===== config.mk =====
export PLATFORM = sky130hd
export DESIGN_NAME = avalon_mm_arbiter_flat
export DESIGN_NICKNAME = d
export VERILOG_FILES = /design/src/rtl/avalon_mm_arbiter_pkg.sv /design/src/rtl/avalon_mm_arbiter_if.sv /design/src/rtl/avalon_mm_arbiter_tag_fifo.sv /design/src/rtl/avalon_mm_arbiter.sv /design/src/flat_wrapper.sv
export SDC_FILE = /design/constraint.sdc
export NUM_CORES = 1
export LEC_CHECK = 0
export ABC_CLOCK_PERIOD_IN_PS = 5800
export CELL_PAD_IN_SITES_DETAIL_PLACEMENT = 1
export CELL_PAD_IN_SITES_GLOBAL_PLACEMENT = 2
export CORE_UTILIZATION = 10
export DETAILED_ROUTE_END_ITERATION = 8
export PLACE_DENSITY = 0.95
export SYNTH_ARGS = -nofsm -noshare
export SYNTH_HDL_FRONTEND = slang
export SYNTH_HIERARCHICAL = 1
export SYNTH_SLANG_ARGS = --single-unit

===== constraint.sdc =====
create_clock -name clk -period 5.8 [get_ports clk]
set_clock_uncertainty 0.1 [all_clocks]
set_input_delay 1.16 -clock clk [delete_from_list [all_inputs] [get_ports clk]]
set_output_delay 1.16 -clock clk [all_outputs]
set_load 0.005 [all_outputs]

===== src/rtl/avalon_mm_arbiter_pkg.sv =====
// Shared types for the two-host Avalon-MM arbiter: bus word, request bundle and
// the tag naming which host port issued an outstanding read.
package avalon_mm_arbiter_pkg;

  typedef logic [31:0] word_t;
  typedef logic [3:0]  be_t;

  typedef enum logic {
    PortData  = 1'b0,
    PortInstr = 1'b1
  } port_t;

  typedef struct packed {
    word_t address;
    be_t   byteenable;
    logic  read;
    logic  write;
    word_t writedata;
  } req_t;

  function automatic port_t other_port(input port_t p);
    return (p == PortData) ? PortInstr : PortData;
  endfunction

endpackage


===== src/rtl/avalon_mm_arbiter_if.sv =====
// One pipelined Avalon-MM link. The host side uses master, the agent side slave.
interface avalon_mm_arbiter_if;
  import avalon_mm_arbiter_pkg::*;

  word_t address;
  be_t   byteenable;
  logic  read;
  logic  write;
  word_t writedata;
  logic  waitrequest;
  word_t readdata;
  logic  readdatavalid;

  modport master (
    output address, byteenable, read, write, writedata,
    input  waitrequest, readdata, readdatavalid
  );

  modport slave (
    input  address, byteenable, read, write, writedata,
    output waitrequest, readdata, readdatavalid
  );

endinterface


===== src/rtl/avalon_mm_arbiter_tag_fifo.sv =====
// Synchronous FIFO of port tags; pointers are {wrap, index} so full and empty
// are distinguishable at any depth, including non-powers of two.
module avalon_mm_arbiter_tag_fifo
  import avalon_mm_arbiter_pkg::*;
#(
  parameter int DEPTH = 4
) (
  input  logic  clk,
  input  logic  rst,
  input  logic  push,
  input  port_t push_tag,
  input  logic  pop,
  output port_t head,
  output logic  full,
  output logic  empty
);

  localparam int IW  = $clog2(DEPTH);
  localparam int PW  = IW + 1;
  localparam int IWS = (IW > 0) ? IW : 1;

  typedef logic [PW-1:0]  ptr_t;
  typedef logic [IWS-1:0] idx_t;

  function automatic idx_t idx_of(input ptr_t p);
    return idx_t'(int'(p) % (1 << IW));
  endfunction

  function automatic ptr_t ptr_inc(input ptr_t p);
    if (int'(idx_of(p)) == DEPTH - 1)
      return p[PW-1] ? '0 : ptr_t'(1 << IW);
    return p + ptr_t'(1);
  endfunction

  port_t mem [DEPTH];
  ptr_t  wr_ptr, rd_ptr;
  logic  do_push, do_pop;

  assign empty   = (wr_ptr == rd_ptr);
  assign full    = (idx_of(wr_ptr) == idx_of(rd_ptr)) && (wr_ptr[PW-1] != rd_ptr[PW-1]);
  assign do_push = push && !full;
  assign do_pop  = pop && !empty;
  assign head    = mem[idx_of(rd_ptr)];

  always_ff @(posedge clk or negedge rst) begin
    if (!rst) begin
      wr_ptr <= '0;
      rd_ptr <= '0;
    end else begin
      if (do_push) wr_ptr <= ptr_inc(wr_ptr);
      if (do_pop)  rd_ptr <= ptr_inc(rd_ptr);
    end
  end

  always_ff @(posedge clk) begin
    if (do_push) mem[idx_of(wr_ptr)] <= push_tag;
  end

endmodule


===== src/rtl/avalon_mm_arbiter.sv =====
// Merges the CPU data and instruction host ports onto one pipelined Avalon-MM
// host port; read responses are steered back by a tag FIFO in issue order.
module avalon_mm_arbiter
  import avalon_mm_arbiter_pkg::*;
#(
  parameter int MAX_PENDING = 4
) (
  input  logic                 clk,
  input  logic                 rst,
  avalon_mm_arbiter_if.slave   d_bus,
  avalon_mm_arbiter_if.slave   i_bus,
  avalon_mm_arbiter_if.master  m_bus
);

  if (MAX_PENDING < 1) begin : g_bad_depth
    $error("MAX_PENDING must be >= 1");
  end

  req_t  d_r, i_r, sel_r;
  logic  d_req, i_req, any_req;
  port_t sel, owner_q, last_grant;
  logic  locked;
  logic  fifo_full, fifo_empty, blocked, own_wait, accept, push, pop;
  port_t head;

  // A simultaneous read+write on the data port is resolved as a write.
  always_comb begin
    d_r = '{address: d_bus.address, byteenable: d_bus.byteenable,
            read: d_bus.read & ~d_bus.write, write: d_bus.write,
            writedata: d_bus.writedata};
    i_r = '{address: i_bus.address, byteenable: i_bus.byteenable,
            read: i_bus.read, write: 1'b0, writedata: '0};
  end

  assign d_req = d_bus.read | d_bus.write;
  assign i_req = i_bus.read;

  always_comb begin
    sel     = owner_q;
    any_req = 1'b0;
    if (locked) begin
      sel     = owner_q;
      any_req = (owner_q == PortData) ? d_req : i_req;
    end else if (d_req && i_req) begin
      sel     = other_port(last_grant);
      any_req = 1'b1;
    end else if (d_req) begin
      sel     = PortData;
      any_req = 1'b1;
    end else if (i_req) begin
      sel     = PortInstr;
      any_req = 1'b1;
    end
  end

  assign sel_r = (sel == PortData) ? d_r : i_r;

  // Full blocks a read even if a pop lands this cycle, so readdatavalid
  // never reaches waitrequest combinationally.
  assign blocked  = any_req && sel_r.read && fifo_full;
  assign own_wait = m_bus.waitrequest | blocked;

  always_comb begin
    m_bus.address    = sel_r.address;
    m_bus.byteenable = sel_r.byteenable;
    m_bus.writedata  = sel_r.writedata;
    m_bus.read       = rst && any_req && sel_r.read && !fifo_full;
    m_bus.write      = rst && any_req && sel_r.write;
  end

  assign accept = (m_bus.read | m_bus.write) && !m_bus.waitrequest;
  assign push   = accept && m_bus.read;
  assign pop    = m_bus.readdatavalid && !fifo_empty;

  always_comb begin
    d_bus.waitrequest   = !rst || !(any_req && sel == PortData)  || own_wait;
    i_bus.waitrequest   = !rst || !(any_req && sel == PortInstr) || own_wait;
    d_bus.readdata      = m_bus.readdata;
    i_bus.readdata      = m_bus.readdata;
    d_bus.readdatavalid = rst && pop && (head == PortData);
    i_bus.readdatavalid = rst && pop && (head == PortInstr);
  end

  // Grant is held across stalls so the stalled host keeps its request on m_*.
  always_ff @(posedge clk or negedge rst) begin
    if (!rst) begin
      last_grant <= PortInstr;
      owner_q    <= PortData;
      locked     <= 1'b0;
    end else if (accept) begin
      last_grant <= sel;
      owner_q    <= sel;
      locked     <= 1'b0;
    end else if (any_req) begin
      owner_q    <= sel;
      locked     <= 1'b1;
    end else begin
      locked     <= 1'b0;
    end
  end

  avalon_mm_arbiter_tag_fifo #(.DEPTH(MAX_PENDING)) u_tag_fifo (
    .clk      (clk),
    .rst      (rst),
    .push     (push),
    .push_tag (sel),
    .pop      (pop),
    .head     (head),
    .full     (fifo_full),
    .empty    (fifo_empty)
  );

  logic unused_i_wr;
  assign unused_i_wr = ^{i_bus.write, i_bus.writedata};

  a_rdv_empty: assert property (@(posedge clk) disable iff (!rst)
    !(m_bus.readdatavalid && fifo_empty));
  a_d_rd_wr: assert property (@(posedge clk) disable iff (!rst)
    !(d_bus.read && d_bus.write));

endmodule


===== src/flat_wrapper.sv =====
// flat-port wrapper written by rule: the top's interface ports become plain ports
module avalon_mm_arbiter_flat import avalon_mm_arbiter_pkg::*;
#(
  parameter int MAX_PENDING = 4
)
  (clk, rst, d_bus_address, d_bus_byteenable, d_bus_read, d_bus_write, d_bus_writedata, d_bus_waitrequest, d_bus_readdata, d_bus_readdatavalid, i_bus_address, i_bus_byteenable, i_bus_read, i_bus_write, i_bus_writedata, i_bus_waitrequest, i_bus_readdata, i_bus_readdatavalid, m_bus_address, m_bus_byteenable, m_bus_read, m_bus_write, m_bus_writedata, m_bus_waitrequest, m_bus_readdata, m_bus_readdatavalid);
  avalon_mm_arbiter_if d_bus_i ();
  avalon_mm_arbiter_if i_bus_i ();
  avalon_mm_arbiter_if m_bus_i ();
  input  logic clk;
  input  logic rst;
  input wire logic [$bits(d_bus_i.address)-1:0] d_bus_address;
  input wire logic [$bits(d_bus_i.byteenable)-1:0] d_bus_byteenable;
  input wire logic [$bits(d_bus_i.read)-1:0] d_bus_read;
  input wire logic [$bits(d_bus_i.write)-1:0] d_bus_write;
  input wire logic [$bits(d_bus_i.writedata)-1:0] d_bus_writedata;
  output wire logic [$bits(d_bus_i.waitrequest)-1:0] d_bus_waitrequest;
  output wire logic [$bits(d_bus_i.readdata)-1:0] d_bus_readdata;
  output wire logic [$bits(d_bus_i.readdatavalid)-1:0] d_bus_readdatavalid;
  input wire logic [$bits(i_bus_i.address)-1:0] i_bus_address;
  input wire logic [$bits(i_bus_i.byteenable)-1:0] i_bus_byteenable;
  input wire logic [$bits(i_bus_i.read)-1:0] i_bus_read;
  input wire logic [$bits(i_bus_i.write)-1:0] i_bus_write;
  input wire logic [$bits(i_bus_i.writedata)-1:0] i_bus_writedata;
  output wire logic [$bits(i_bus_i.waitrequest)-1:0] i_bus_waitrequest;
  output wire logic [$bits(i_bus_i.readdata)-1:0] i_bus_readdata;
  output wire logic [$bits(i_bus_i.readdatavalid)-1:0] i_bus_readdatavalid;
  output wire logic [$bits(m_bus_i.address)-1:0] m_bus_address;
  output wire logic [$bits(m_bus_i.byteenable)-1:0] m_bus_byteenable;
  output wire logic [$bits(m_bus_i.read)-1:0] m_bus_read;
  output wire logic [$bits(m_bus_i.write)-1:0] m_bus_write;
  output wire logic [$bits(m_bus_i.writedata)-1:0] m_bus_writedata;
  input wire logic [$bits(m_bus_i.waitrequest)-1:0] m_bus_waitrequest;
  input wire logic [$bits(m_bus_i.readdata)-1:0] m_bus_readdata;
  input wire logic [$bits(m_bus_i.readdatavalid)-1:0] m_bus_readdatavalid;
  assign d_bus_i.address = d_bus_address;
  assign d_bus_i.byteenable = d_bus_byteenable;
  assign d_bus_i.read = d_bus_read;
  assign d_bus_i.write = d_bus_write;
  assign d_bus_i.writedata = d_bus_writedata;
  assign d_bus_waitrequest = d_bus_i.waitrequest;
  assign d_bus_readdata = d_bus_i.readdata;
  assign d_bus_readdatavalid = d_bus_i.readdatavalid;
  assign i_bus_i.address = i_bus_address;
  assign i_bus_i.byteenable = i_bus_byteenable;
  assign i_bus_i.read = i_bus_read;
  assign i_bus_i.write = i_bus_write;
  assign i_bus_i.writedata = i_bus_writedata;
  assign i_bus_waitrequest = i_bus_i.waitrequest;
  assign i_bus_readdata = i_bus_i.readdata;
  assign i_bus_readdatavalid = i_bus_i.readdatavalid;
  assign m_bus_address = m_bus_i.address;
  assign m_bus_byteenable = m_bus_i.byteenable;
  assign m_bus_read = m_bus_i.read;
  assign m_bus_write = m_bus_i.write;
  assign m_bus_writedata = m_bus_i.writedata;
  assign m_bus_i.waitrequest = m_bus_waitrequest;
  assign m_bus_i.readdata = m_bus_readdata;
  assign m_bus_i.readdatavalid = m_bus_readdatavalid;
  avalon_mm_arbiter #(.MAX_PENDING(MAX_PENDING)) u_core (.clk(clk), .rst(rst), .d_bus(d_bus_i), .i_bus(i_bus_i), .m_bus(m_bus_i));
endmodule

# Word level (Yosys, flattened, before mapping)
# Memories as Yosys holds them, arrays and structs flattened.
# Index checks and enable logic that the tools add are counted.
# totals
in_bits	176
mem_count	1
ramBits	4
register_bits	9
# op_classes
n_bitwise	7
reduce_logical	29
muxes	27
n_addsub	2
eq_ne	5
# mem_list
memory	depth	width	rd	rd_clocked_by_memory_dff	write_ports	line_no	rtl
u_core.u_tag_fifo.mem	4	1	1	0	1	avalon_mm_arbiter_tag_fifo.sv:35	port_t mem [DEPTH];
# ops
op	count
2-to-1 mux 70 bit	1
2-to-1 mux 1 bit	20
logical AND 1 bit	18
2-to-1 mux 3 bit	6
adder 3 x 1 -> 3 bit (second input constant)	2
zero test 1 bit	6
equality test 2 x 1 -> 1 bit (second input constant)	2
logical OR 1 bit	4
equality test 3 bit	1
NOT 1 bit	3
OR 1 bit	3
equality test 2 bit	1
nonzero test 2 bit	1
bitwise AND 1 bit	1
inequality test 1 bit	1

# Depth between registers and ports, before layout
# Gate-level depths: netlist of the first run.
# logic_depth
depth_word	13
ltp_mapped	7
ltp_nobuf	7

# Modules after synthesis
# Netlist of the first run, hierarchy kept.
# by_module_without_submodules
mod	n_inst	area_each_um2	cells_each	seq_area_each_um2
avalon_mm_arbiter	1	1450.1	254	76.3
avalon_mm_arbiter_tag_fifo	1	666.9	57	270.3

# Least setup slack after synthesis of the first run
# Ideal clock, no wire load.
# synth_path
kind	input-to-output
start	input port i_bus_read
end	output port m_bus_address[13]
n_path_buf	2
arrival_time_ps	2059
cell_stages	7
setup_slack_ps	2481
path_cell_list	nor2b_1 > o32ai_4 > inv_2 > buf_2 > buf_6 > nand2_1 > nand2_1
# synth_via
elab_chain_len	5
elab_cells_between_ends	6
cone_classes	5 x mux; 1 x reduce/logical
# synth_rtl
item	line_no	rtl
from (decl)	flat_wrapper.sv:22	input wire logic [$bits(i_bus_i.read)-1:0] i_bus_read;
2-to-1 mux 1 bit	avalon_mm_arbiter.sv:50	end else if (i_req) begin
2-to-1 mux 1 bit	avalon_mm_arbiter.sv:47	end else if (d_req) begin
2-to-1 mux 1 bit (*)	avalon_mm_arbiter.sv:44	end else if (d_req && i_req) begin
2-to-1 mux 1 bit (*)	avalon_mm_arbiter.sv:41	if (locked) begin
2-to-1 mux 70 bit (*)	avalon_mm_arbiter.sv:56	assign sel_r = (sel == PortData) ? d_r : i_r;
to (decl)	flat_wrapper.sv:28	output wire logic [$bits(m_bus_i.address)-1:0] m_bus_address;
# Mark *: on every way between the ends. The rest lies on a longest branch, timed or not.

# Worst setup path in the final report of the first run
# layout_path
start	input port i_bus_read
end	output port m_bus_address[10]
# The elaborated chain is that of the path after synthesis.

==> impl_metrics.yaml, run 1 <==
worst_hold_path:
  hold_class: "reg -> reg"
  holdPathStages: 1
grt:
  track_usage: 0.0713
  grt_max_degree: 71
  grt_pass1_vias: 2414
  grt.overflow.total: 0
  grt_pass1_wl_um: 12300
  antenna_found_initial: 0
logic_synthesis:
  synthDistinctLibCells: 45
  ys_warn_count: 6
  syn_area_um2: 2120
  yosys-top-cells-area: "buf_4, nand2_1, and2_1"
  synth_area_per_cell_um2: 6.81
  synthArstFlopShare: 0.692
  synthesis.nets: 492
  synth_top_area_cell: "buf_4"
  netlist_instances: 311
  synth_ff_type: "dfrtp_1"
  ys_seq_elements: 13
  synth_edf_count: 4
  netlist.area_leader.share: 0.227
  ys_seq_area_frac: 0.164
critical_path:
  cp_num_buf_inv: 3
  critPathSlowestCell: "buf_4"
  crit_fanout: 70
  start_kind: "input port"
  cp_data_arrival_time_ns: 3.52
  cp_num_cells: 7
  crit_chain: "clkdlybuf4s50_1 -> nor2b_1 -> o32ai_4 -> buf_4 -> nand2_1 -> nand2_1 -> clkdlybuf4s50_1"
  required_ns: 4.54
  end_kind: "primary output"
  crit_path_max_incr_delay_ns: 0.59
  ff2ff_path_depth: 6
  cpLargestDelayFamily: "buffers and inverters"
  worstSetupPathType: "in -> out"
sta:
  fmax_mhz: 209
  post-route-min-period_ns: 4.78
  setup_viol: 0
  relSlewSlack: 0.556
  min_period_over_period: 0.824
  tightest_slew_ns: 0.667
  hold_viol_final: 0
  slew_violations: 0
  hold_ws_ns: 0.457
  rsz0062_at_grt: "false"
  setup_tns_ns: 0
cts:
  worst_skew_pair.late_latency_ns: 0.24
  cts_resized: 0
  cts_hold_buf: 0
  cts_buffers: 3
  cts_num_sinks: 13
  htree_levels: 1
  cts_tree: "done"
  root_buffer: "clkbuf_16"
  cts.clk_slew.worst_paths_ns: 0.05
  cts_setup_buffers: 0
  cts_buffer_depth: 2
routing:
  drt_first_iter_violations: 46
  vias: 2358
  ant_nets: 0
  wl_per_cell_um: 11.8
  route.detailed.drc: 0
  first_pass_iters: 4
  vias_per_cell: 3.37
  wl_um: 8250
flow_run:
  drv_cap: 0
floorplan:
  dieArea_um2: 21800
  rows: 52
  ios: 314
  coreArea_um2: 20500
  die_h_um: 148
  initial_core_util: 0.103
  die_w_um: 148
outcome:
  outcome: "finished clean"
finish:
  final_layout_size_suffix_gt1_frac: 0.0513
  syn2layout_area_growth_pct: 83.1
  antenna_cells: 0
  nets: 611
  final_common_cell: "clkdlybuf4s50_1"
  final_cell_mix: "clkdlybuf4s50_1, nand2_1, and2_1, dfrtp_1, inv_1"
pwr:
  powerDensity_nw_per_um2: 365
  p_leak_uw: 0.00159
  ir_worst_vdd_v: 0.000116
  totalPowerFinal_uw: 1410
placed_design:
  dp_hpwl_um: 6760
  gp_congestion: 0.682
  io_buffers: 184
state kept, by name (all words and copies together), names as in the netlist:
register and cells:
u_core/u_tag_fifo/wr_ptr 3, u_core/u_tag_fifo/rd_ptr 3, u_core/locked 1, u_core/owner_q 1, u_core/last_grant 1, u_core/u_tag_fifo/mem 4
synth_stat cells (all sizes together) (3+ instances only):
cell type	count
and2	33
clkbuf	4
ha	5
xor2	3
a21oi	5
buf	71
nor2b	4
nor2	4
nand3	3
nor3	5
inv	8
xnor2	3
o21ai	6
dfrtp	8
nand2b	5
and3	5
nand2	113
edfxtp	4
a31oi	3
routing by layer:
metal  up-vias  part of all wire  global-route usage
met2       125              0.49               0.125
met3        22             0.077              0.0148
met4         0             0.026              0.0335
li1       1157                 -                   -
met5         -                 0                   0
met1      1054              0.41              0.0830
through the flow:
stage	util	std cells	worst slack, ns	cell area [µm²]
2_1_floorplan	-	311	2.48	2120
6_report	0.189	699	1.02	3880
3_3_place_gp	0.185	695	0.990	3800
3_5_place_dp	0.185	695	0.959	3800
5_1_grt	0.189	699	0.825	3880
4_1_cts	0.189	699	0.950	3880
area by class of cell:
class / instances / area, µm²
clock buffer: 4 / 78.8
fill: 2477 / 16600
inverter: 8 / 30.0
multi-input combinational: 215 / 1200
sequential: 13 / 347
tap: 270 / 338
timing repair buffer: 189 / 1880
path summary, 6_finish.rpt:
check / start / endpoint / slack (ns)
max in group asynchronous: rst / u_core/last_grant / 4.26
worst max register to register: u_core/u_tag_fifo/wr_ptr[0] / u_core/u_tag_fifo/rd_ptr[0] / 3.52
min in group asynchronous: rst / u_core/u_tag_fifo/wr_ptr[1] / 1.11
worst min register to register: u_core/u_tag_fifo/rd_ptr[2] / u_core/u_tag_fifo/rd_ptr[2] / 0.46
worst max-delay path: i_bus_read / m_bus_address[10] / 1.02
worst min-delay path: u_core/u_tag_fifo/rd_ptr[2] / u_core/u_tag_fifo/rd_ptr[2] / 0.46
power by group:
group          internal (µW)  switching [µW]  total, µW
sequential               132            55.8        188
combinational            600             494       1090
clock                   92.8            39.5        132
total                    825             590       1410
cells by family (layout without fill, tap and decap cells):
group,after synthesis,count (layout),synth area share
adders and majority gates,5,5,0.0296
muxes,1,1,0.0124
and+or+nand+nor,183,183,0.415
xor gates and xnor gates,6,6,0.0355
DFF,13,13,0.164
AOI/OAI and AO/OA,20,20,0.0762
buffers and inverters,83,201,0.268
No activity file was read; power rests on OpenSTA's default activity.
==> run 2, diff against run 1 <==
--- a/config.mk
+++ b/config.mk
@@ -5,7 +5,7 @@
 export SDC_FILE = /design/constraint.sdc
 export NUM_CORES = 1
 export LEC_CHECK = 0
-export ABC_CLOCK_PERIOD_IN_PS = 5800
+export ABC_CLOCK_PERIOD_IN_PS = 3950
 export CELL_PAD_IN_SITES_DETAIL_PLACEMENT = 1
 export CELL_PAD_IN_SITES_GLOBAL_PLACEMENT = 2
 export CORE_UTILIZATION = 10
==> constraint.sdc (replaced) <==
create_clock -name clk -period 3.95 [get_ports clk]
set_clock_uncertainty 0.1 [all_clocks]
set_input_delay 0.79 -clock clk [delete_from_list [all_inputs] [get_ports clk]]
set_output_delay 0.79 -clock clk [all_outputs]
set_load 0.005 [all_outputs]
==> run 2 against run 1 <==
Effect of this change:
- clock power rose by 47%
- count of clock-buffer cells in the layout did not move
- routed wire length rose by 2.0%
- register-to-register slack got worse by 1.8 ns
- total power rose by 51%
- cell count rose by 0.14%
- core utilization rose by 0.22 points
- hold slack improved by 0.0092 ns
- via count rose by 0.81%
- global-route usage rose by 0.22 points
==> impl_metrics.yaml, run 2 (same netlist as run 1, synthesis figures left out) <==
outcome:
  outcome: "finished clean"
critical_path:
  cpMostUsedCell: "clkdlybuf4s50_1"
  cp-startpoint: "i_bus_read"
  start_kind: "input port"
  ff2ff_path_depth: 7
  crit_path_max_incr_delay_ns: 0.51
  reg2reg_slack_ns: 1.69
  critPathSlowestCell: "clkdlybuf4s50_1"
  timing.rr.start: "u_core/u_tag_fifo/wr_ptr[0]"
  cp_data_arrival_time_ns: 2.76
  end_kind: "primary output"
  r2r-end: "u_core/u_tag_fifo/mem[3]"
  crit_end: "m_bus_writedata[26]"
  worstSetupPathType: "in -> out"
  crit_fanout: 40
  required_ns: 3.06
  crit_chain: "clkdlybuf4s50_1 -> nor2b_1 -> o32ai_4 -> buf_12 -> and2_1 -> clkdlybuf4s50_1"
worst_hold_path:
  hold_class: "reg -> reg"
  min_from: "u_core/u_tag_fifo/rd_ptr[2]"
finish:
  fin_util: 0.191
  fill_cells: 2481
  final_layout_size_suffix_gt1_frac: 0.0535
  largest_reg_flops: 4
  nets: 612
  final_common_cell: "clkdlybuf4s50_1"
  regMostFlops: "u_core/u_tag_fifo/mem"
  final_cell_mix: "clkdlybuf4s50_1, nand2_1, and2_1, dfrtp_1, inv_1"
  antenna_cells: 0
  syn2layout_area_growth_pct: 85.2
  finalInstanceArea_um2: 3920
  largestRegisters: "u_core/u_tag_fifo/mem (4), u_core/u_tag_fifo/rd_ptr (3), u_core/u_tag_fifo/wr_ptr (3)"
floorplan:
  die_h_um: 148
  dieArea_um2: 21800
  rows: 52
  die_w_um: 148
  ios: 314
  initial_core_util: 0.103
  coreArea_um2: 20500
cts:
  root_buffer: "clkbuf_16"
  cts_hold_buf: 0
  cts_setup_buffers: 0
  cts_buffers: 3
  cts_tree: "done"
  cts_resized: 0
  cts_buffer_depth: 2
  cts.clk_slew.worst_paths_ns: 0.05
  htree_levels: 1
  cts_num_sinks: 13
  worst_skew_pair.late_latency_ns: 0.25
routing:
  wl_per_cell_um: 12.0
  vias_per_cell: 3.40
  drt_first_iter_violations: 51
  vias: 2377
  ant_nets: 0
  first_pass_iters: 4
  wl_um: 8410
  route.detailed.drc: 0
pwr:
  powerDensity_nw_per_um2: 545
  p_leak_uw: 0.00161
  ir_worst_vdd_v: 0.000153
  totalPowerFinal_uw: 2140
placed_design:
  gp_congestion: 0.662
  io_buffers: 184
  post_dp_cell_area_um2: 3840
  dp_hpwl_um: 6950
flow_run:
  drv_cap: 0
sta:
  fmax_mhz: 274
  slew_violations: 0
  relSlewSlack: 0.660
  tightest_slew_ns: 0.508
  hold_viol_final: 0
  setup_viol: 0
  rsz0062_at_grt: "false"
  post-route-min-period_ns: 3.65
  setup_tns_ns: 0
  min_period_over_period: 0.925
grt:
  grt_pass1_wl_um: 12700
  antenna_found_initial: 0
  grt_pass1_vias: 2476
  grt.overflow.total: 0
  track_usage: 0.0735
  grt_max_degree: 41
-- run 2: where the power goes --
part	internal (µW)	switching (µW)	leakage, µW
clock	136	58.0	0.0000382
sequential	194	82.5	0.000144
combinational	935	732	0.00143
-- run 2: worst min path at each step --
stage	endpoint	slack, ns	cells past startpoint
2_1_floorplan	u_core/locked	0.39	0
3_3_place_gp	u_core/u_tag_fifo/rd_ptr[2]	0.44	1
3_5_place_dp	u_core/u_tag_fifo/rd_ptr[2]	0.46	1
4_1_cts	u_core/u_tag_fifo/rd_ptr[2]	0.47	1
5_1_grt	u_core/u_tag_fifo/rd_ptr[2]	0.50	1
6_report	u_core/u_tag_fifo/rd_ptr[2]	0.47	1
-- run 2: critical path, delay by kind of cell --
| kind | cells | cell delay, ns |
|---|---|---|
| and+or+nand+nor | 2 | 0.38 |
| AOI/OAI and AO/OA | 1 | 0.35 |
| buffers and inverters | 3 | 1.23 |
-- run 2: layout make-up --
class	instances	area, µm²	area share
tap	270	338	0.0862
multi-input combinational	215	1200	0.307
timing repair buffer	190	1920	0.491
inverter	8	30.0	0.00766
sequential	13	347	0.0884
clock buffer	4	78.8	0.0201
-- run 2: through the flow --
step                hold WS, ns  setup slack [ns]  cells
finish                    0.466             0.296    700
global placement          0.443             0.271    696
floorplan                 0.394              1.37    311
global route              0.499             0.159    700
detailed placement        0.462             0.278    696
CTS                       0.469             0.256    700
-- run 2: per-layer routing --
layer,global-route usage,vias to the layer above,wire [µm]
li1,-,1162,-
met1,0.0780,1068,3180
met2,0.136,118,4300
met4,0.0335,0,252
met3,0.0176,29,682
met5,0,-,0
